`src/rtl/run_scan_arbiter.sv`:
```
// run_scan_arbiter - round-robin share of one serial run-length detector among NREQ requesters
module run_scan_arbiter #(
    parameter int NREQ  = 2,
    parameter int WIDTH = 8,
    parameter int IDW   = 3
) (
    input  logic                  clk,
    input  logic                  rst,
    input  logic [NREQ-1:0]       req,
    input  logic [NREQ*WIDTH-1:0] data,
    output logic [NREQ-1:0]       gnt,
    output logic                  busy,
    output logic                  done,
    output logic [1:0]            result,
    output logic [IDW-1:0]        result_id,
    output logic                  det_x,
    output logic                  det_clr,
    input  logic [1:0]            det_y
);

    localparam int CW = $clog2(WIDTH);

    typedef enum logic [1:0] {IDLE, CLEAR, SHIFT, REPORT} state_t;

    state_t           state, state_nx;
    logic [IDW-1:0]   ptr, sel, sel_hi, sel_lo, id;
    logic             found, found_hi, found_lo;
    logic [WIDTH-1:0] sh, sel_word;
    logic [CW-1:0]    cnt;
    logic [1:0]       run_max, max_nx;
    logic             last_bit;

    // ptr holds the index searched first; requesters at or above it win over those below it
    always_comb begin
        found_hi = 1'b0;
        found_lo = 1'b0;
        sel_hi   = '0;
        sel_lo   = '0;
        for (int j = NREQ - 1; j >= 0; j--) begin
            if (req[j]) begin
                if (IDW'(j) >= ptr) begin
                    found_hi = 1'b1;
                    sel_hi   = IDW'(j);
                end else begin
                    found_lo = 1'b1;
                    sel_lo   = IDW'(j);
                end
            end
        end
        found = found_hi | found_lo;
        sel   = found_hi ? sel_hi : sel_lo;
    end

    always_comb begin
        sel_word = '0;
        for (int j = 0; j < NREQ; j++) begin
            if (IDW'(j) == sel) sel_word = data[j*WIDTH +: WIDTH];
        end
    end

    assign last_bit = (state == SHIFT) && (cnt == CW'(WIDTH - 1));
    // det_y carries a code only on the closing 0 of a run
    assign max_nx   = (!det_x && (det_y > run_max)) ? det_y : run_max;

    always_ff @(posedge clk or negedge rst) begin
        if (!rst) state <= IDLE;
        else      state <= state_nx;
    end

    always_comb begin
        state_nx = state;
        busy     = (state != IDLE);
        done     = (state == REPORT);
        det_clr  = (state != SHIFT);
        det_x    = (state == SHIFT) ? sh[0] : 1'b1;
        case (state)
            IDLE:    if (found) state_nx = CLEAR;
            CLEAR:   state_nx = SHIFT;
            SHIFT:   if (last_bit) state_nx = REPORT;
            REPORT:  state_nx = IDLE;
            default: state_nx = IDLE;
        endcase
    end

    always_ff @(posedge clk or negedge rst) begin
        if (!rst) begin
            gnt       <= '0;
            ptr       <= '0;
            id        <= '0;
            sh        <= '0;
            cnt       <= '0;
            run_max   <= '0;
            result    <= '0;
            result_id <= '0;
        end else begin
            gnt <= '0;
            case (state)
                IDLE: begin
                    if (found) begin
                        gnt <= NREQ'(1) << sel;
                        id  <= sel;
                        sh  <= sel_word;
                        ptr <= (sel == IDW'(NREQ - 1)) ? '0 : sel + IDW'(1);
                    end
                end
                CLEAR: begin
                    cnt     <= '0;
                    run_max <= '0;
                end
                SHIFT: begin
                    sh      <= sh >> 1;
                    cnt     <= cnt + CW'(1);
                    run_max <= max_nx;
                    if (last_bit) begin
                        result    <= max_nx;
                        result_id <= id;
                    end
                end
                default: ;
            endcase
        end
    end

endmodule

```
`config.mk`:
```
export PLATFORM = sky130hd
export DESIGN_NAME = run_scan_arbiter
export DESIGN_NICKNAME = d
export VERILOG_FILES = /design/src/rtl/run_scan_arbiter.sv
export SDC_FILE = /design/constraint.sdc
export NUM_CORES = 1
export LEC_CHECK = 0
export ABC_AREA = 0
export BUFFER_PORTS_ARGS = -buffer_cell sky130_fd_sc_hd__clkbuf_2
export CAP_MARGIN = 10
export CORE_ASPECT_RATIO = 1.2
export CORE_UTILIZATION = 45
export CTS_CLUSTER_DIAMETER = 60
export DETAILED_ROUTE_END_ITERATION = 7
export PLACE_DENSITY = 0.73
export RECOVER_POWER = 25
export SLEW_MARGIN = 20
export SYNTH_ARGS = -nofsm -noshare
export SYNTH_HDL_FRONTEND = slang
export SYNTH_SLANG_ARGS = --single-unit
export TNS_END_PERCENT = 50
```
`constraint.sdc`:
```
create_clock -name clk -period 1.5 [get_ports clk]
set_input_delay 0.075 -clock clk [delete_from_list [all_inputs] [get_ports clk]]
set_output_delay 0.075 -clock clk [all_outputs]
set_load 0.1 [all_outputs]
```
* Word level (Yosys, flattened, before mapping)
Cells that the tools add are included.
** Storage, ports and cells
- Register bits :: 28
- Bits in latches :: 0
- Bits in writable memories :: 0
- ROM bits :: 0
- Input bits :: 22
- Output and inout bits :: 11
- Logic and storage cells :: 68
- Memories :: 0
** Cells by class
- $add $sub $neg :: 2
- Multipliers :: 0
- Div/mod/pow operators :: 0
- $lt $le $gt $ge :: 3
- Equal/unequal tests :: 9
- Shifts and indexed selects :: 1
- Mux-type cells :: 31
- Bitwise logic cells :: 1
- Reductions and logical operators :: 12
** Operators with widths (number)
- 3-bit 2-to-1 mux :: 8
- 8-bit 2-to-1 mux :: 3
- 8-bit case mux with 2 select lines :: 1
- 1-bit 2-to-1 mux :: 11
- 2-bit 2-to-1 mux :: 5
- 2-bit case mux with 4 select lines :: 1
- 2-bit AND reduction :: 4
- 3-bit by 1-bit adder with 3-bit output (second input constant) :: 2
- 1-bit by 3-bit greater-or-equal comparator with 1-bit output (first input constant) :: 2
- 2-bit != test (second input constant) :: 3
- 3-bit case mux with 2 select lines :: 1
- 2-bit nonzero test :: 3
- 2-bit equality test (second input constant) :: 2
- 2-bit case mux with 2 select lines :: 1
- 1-bit by 3-bit equality test with 1-bit output (first input constant) :: 1
- 3-bit by 1-bit equality test with 1-bit output (second input constant) :: 1
- 3-bit equality test (second input constant) :: 1
- 3-bit logical NOT :: 1
- 1-bit by 3-bit left shift with 2-bit output (first input constant) :: 1
- 2-bit by 1-bit equality test with 1-bit output (second input constant) :: 1
- 2-bit > comparator :: 1
- 1-bit logical AND :: 2
- 2-bit logical NOT :: 1
- 1-bit logical NOT :: 1
- 1-bit OR :: 1

* Depth between registers and ports, before layout
- Depth in word-level cells :: 11
- Gate-level depth with buffers :: 7
- Mapped depth without buffers :: 6

* Worst setup path after synthesis
No wires, ideal clock.
- Path kind :: flip-flop to flip-flop
- Start :: register state[0]
- End :: register sh[0]
- Library setup time :: 0.131 ns
- Data arrival time :: 1.773 ns
- Required time :: 1.369 ns
- Path slack :: -0.405 ns
- Stages on the path, launching flop included :: 7
- Buffers on the path :: 0
- Clock period less this slack :: 1.905 ns
- Cell sequence :: dfrtp_1 -> inv_1 -> ha_1 -> inv_1 -> a21oi_4 -> nand2_2 -> o211ai_1
** On the way
- Cells in the longest elaborated chain, start to end :: 3
- Elaborated cells on any way between the ends :: 6
- Those cells by class :: 2 x eq/ne; 1 x mux; 3 x reduce/logical
** RTL lines
- start, declared :: line 25 : state_t state, state_nx;
- start signal, assigned :: line 67 : else state <= state_nx;
- 2-bit equality test or 2-bit logical NOT (tied branches) :: line 97 : case (state)
- 2-bit nonzero test (no line) or 2-bit != test (tied branches)
- 2-bit AND reduction (no line)
- end signal, assigned :: line 102 : sh <= sel_word;
- end signal, assigned :: line 111 : sh <= sh >> 1;
- end, declared :: line 28 : logic [WIDTH-1:0] sh, sel_word;
Several ways; a longest one is shown, not always the timed one.
A chain may end at the register's enable or synchronous reset.

* Worst setup path in the final report
- Start :: register state[1]
- End :: register sh[4]
Same word-level chain as after synthesis.

==> flow_summary.json <==
{
  "design_area_um2": 1690,
  "hold_viol": 0,
  "yosys_warnings": 0,
  "drtPass1Iterations": 4,
  "clockRootBuffer": "clkbuf_4",
  "maxSlewViolCount": 0,
  "outcome": "finished, violations left",
  "gp_congestion": 0.873,
  "avgViaCountPerCell": 5.20,
  "grt_max_degree": 23,
  "diodes": 0,
  "synthCells": 116,
  "cp_slowest_stage_delay_ns": 0.45,
  "overflow": 0,
  "synth_seq_cells": 22,
  "startpoint_type": "flip-flop",
  "irDropWorstVdd_mv": 1.54,
  "grt_pass1_vias": 1031,
  "start_util": 0.475,
  "hpwl_um": 1850,
  "crit_start": "state[1]",
  "critPathKind": "flip-flop to flip-flop",
  "p_per_area_nw_per_um2": 2200,
  "grt_pass1_wl_um": 4360,
  "yosysUniqueCellTypes": 28,
  "grt_util_all_layers": 0.196,
  "min_period_over_period": 1.04,
  "ios": 33,
  "ant_nets": 0,
  "hold_path_class": "input port to flip-flop",
  "skew_ns": 0.00125,
  "fin_total_pwr_uw": 3710,
  "port_buffers": 30,
  "clock_latency_ns": 0.30,
  "required_ns": 1.72,
  "cp_num_buf_inv": 2,
  "crit_fanout": 7,
  "wl_per_cell_um": 12.9,
  "cp_slowest_cell": "dfrtp_1",
  "min_from": "req[1]",
  "place_area_um2": 1510,
  "row_count": 20,
  "drc": 0,
  "path_clk_slew_ns": 0.11,
  "clock-sinks": 22,
  "fin_ws_ns": -0.0559,
  "syn2layout_area_growth_pct": 39.3,
  "clock_path_buffers": 2,
  "synth_area_um2": 1210,
  "num_vias": 1020,
  "crit_chain": "inv_2, ha_4, clkinvlp_4, a21oi_4, nand2_4, o211ai_1",
  "leakagePower_uw": 0.000825,
  "rsz0062_at_grt": "true",
  "die_y_um": 58.9,
  "setup_violations": 10,
  "coreArea_um2": 2550,
  "drive_gt1_frac": 0.442,
  "numCtsBuffers": 3,
  "die_area_um2": 2910,
  "ctsHtreeMaxLevel": 1,
  "antenna_found_initial": 0,
  "finalNetCount": 195,
  "fin_crit_ns": 1.56,
  "tritoncts": "done",
  "drtIter0Drc": 7,
  "end_kind": "flip-flop",
  "finalWirelength_um": 2520,
  "slew_headroom": 0.636,
  "reg2reg_from": "state[1]",
  "maxCapViolations": 0,
  "fmax_mhz": 643,
  "die_x_um": 49.4,
  "ff2ff_setup_slack_ns": -0.06,
  "cp_top_family": "compound AO/OA/AOI/OAI gates",
  "violations": "setup timing",
  "critical_path_arrival_ns": 1.77,
  "worstMarginPinSlew_ns": 0.546,
  "yosysSeqAreaShare": 0.454,
  "syn_area_per_cell_um2": 10.5
}
[registers in the layout, summed over array words and instances, names as in the netlist]
name and flops:
gnt 2, run_max 2, cnt 3, state 2
id 1, sh 8, result 2, ptr 1
result_id 1
[cell usage in the layout (no fill, tap or decap), types with 2 or more instances in the layout]
cell type   n
inv_1       7
buf_4      14
a31oi_1     2
o211ai_1    6
ha_4        3
ha_1        4
nand4_1     2
nand2b_4    2
nand3_1     5
clkbuf_4    3
nand2_1    13
o21ai_1     4
mux2i_1    11
conb_1      2
o21ai_0     4
clkbuf_2   26
a21oi_1     3
nand3_2     3
dfrtp_1    22
inv_2       3
buf_12      4
buf_6       4
[power breakdown]
part / leakage [uW] / switching (uW) / internal (uW) / total (uW)
registers: 0.000272 / 139 / 811 / 951
logic: 0.000539 / 1460 / 1040 / 2500
clock network: 0.0000138 / 169 / 93.9 / 263
total: 0.000825 / 1770 / 1950 / 3710
[Yosys cell counts]
cell,n,area (um2)
mux2_2,1,11.3
o32ai_1,1,8.76
clkbuf_1,2,7.51
nand2_1,13,48.8
o21ai_0,6,30.0
a21oi_4,1,16.3
buf_4,4,30.0
nand2b_4,1,13.8
o21a_1,1,7.51
nand2_2,1,6.26
nor2_1,1,3.75
inv_1,11,41.3
o32a_1,1,10.0
a221oi_4,1,26.3
a21o_1,2,15.0
o21ai_1,3,15.0
o211ai_1,6,45.0
nand4_1,2,12.5
dfrtp_1,22,551
nand2b_2,1,8.76
ha_1,8,100
mux2i_1,11,110
nor3b_4,1,18.8
a21oi_1,3,15.0
nand3_1,8,40.0
conb_1,1,3.75
a31oi_1,2,12.5
inv_2,1,3.75
[routing by layer]
| metal | vias to the layer above | track usage | routed length [um] | share of wire |
|---|---|---|---|---|
| li1 | 497 | - | - | - |
| met1 | 488 | 0.212 | 999 | 0.40 |
| met2 | 29 | 0.374 | 1380 | 0.55 |
| met3 | 6 | 0.0310 | 92 | 0.036 |
| met4 | 0 | 0.0857 | 46 | 0.018 |
| met5 | - | 0 | 0 | 0 |
[final cells by class]
type	count	area, um2
clock buffers	3	22.5
fillers	220	863
inverters	12	51.3
multi-input cells	77	653
flip-flops and latches	22	551
well taps	33	41.3
repair buffers	49	370
[cell families (layout without fill, tap and decap cells)]
logic type / Yosys count / in the layout / share of synthesized area
buf+inv: 18 / 64 / 0.0681
other cells: 1 / 2 / 0.00309
fa+ha+maj: 8 / 8 / 0.0826
flops: 22 / 22 / 0.454
mux: 12 / 12 / 0.100
compound gates: 27 / 27 / 0.166
simple gates: 28 / 28 / 0.126
[what timing repair did]
action,CTS,global route
resized for setup,8,13
hold buffers,1,0
endpoints found under the setup margin,16,18
pin swaps,9,10
hold endpoints to repair,22,0
buffers inserted,3,4
[metrics by stage]
stage | cells | worst slack (ns) | utilization | hold WS [ns] | setup TNS, ns
finish | 196 | -0.0559 | 0.662 | 0.0101 | -0.305
detailed placement | 185 | -0.0868 | 0.593 | 0.0882 | -0.780
global route | 196 | -0.150 | 0.662 | -0.00438 | -1.30
CTS | 192 | -0.0485 | 0.630 | 0.0106 | -0.257
floorplan | 117 | -0.380 | - | -0.221 | -3.63
global placement | 185 | -0.0195 | 0.593 | 0.0864 | -0.0679
[path summary, 6_finish.rpt]
check,to,depth (start not counted)
setup reg to reg,sh[4],6
hold reg to reg,result[0],2
max in group asynchronous,run_max[0],2
min in group asynchronous,id[0],2
setup / recovery,sh[4],6
hold / removal,gnt[0],2
No activity file was read; power rests on OpenSTA's default activity.
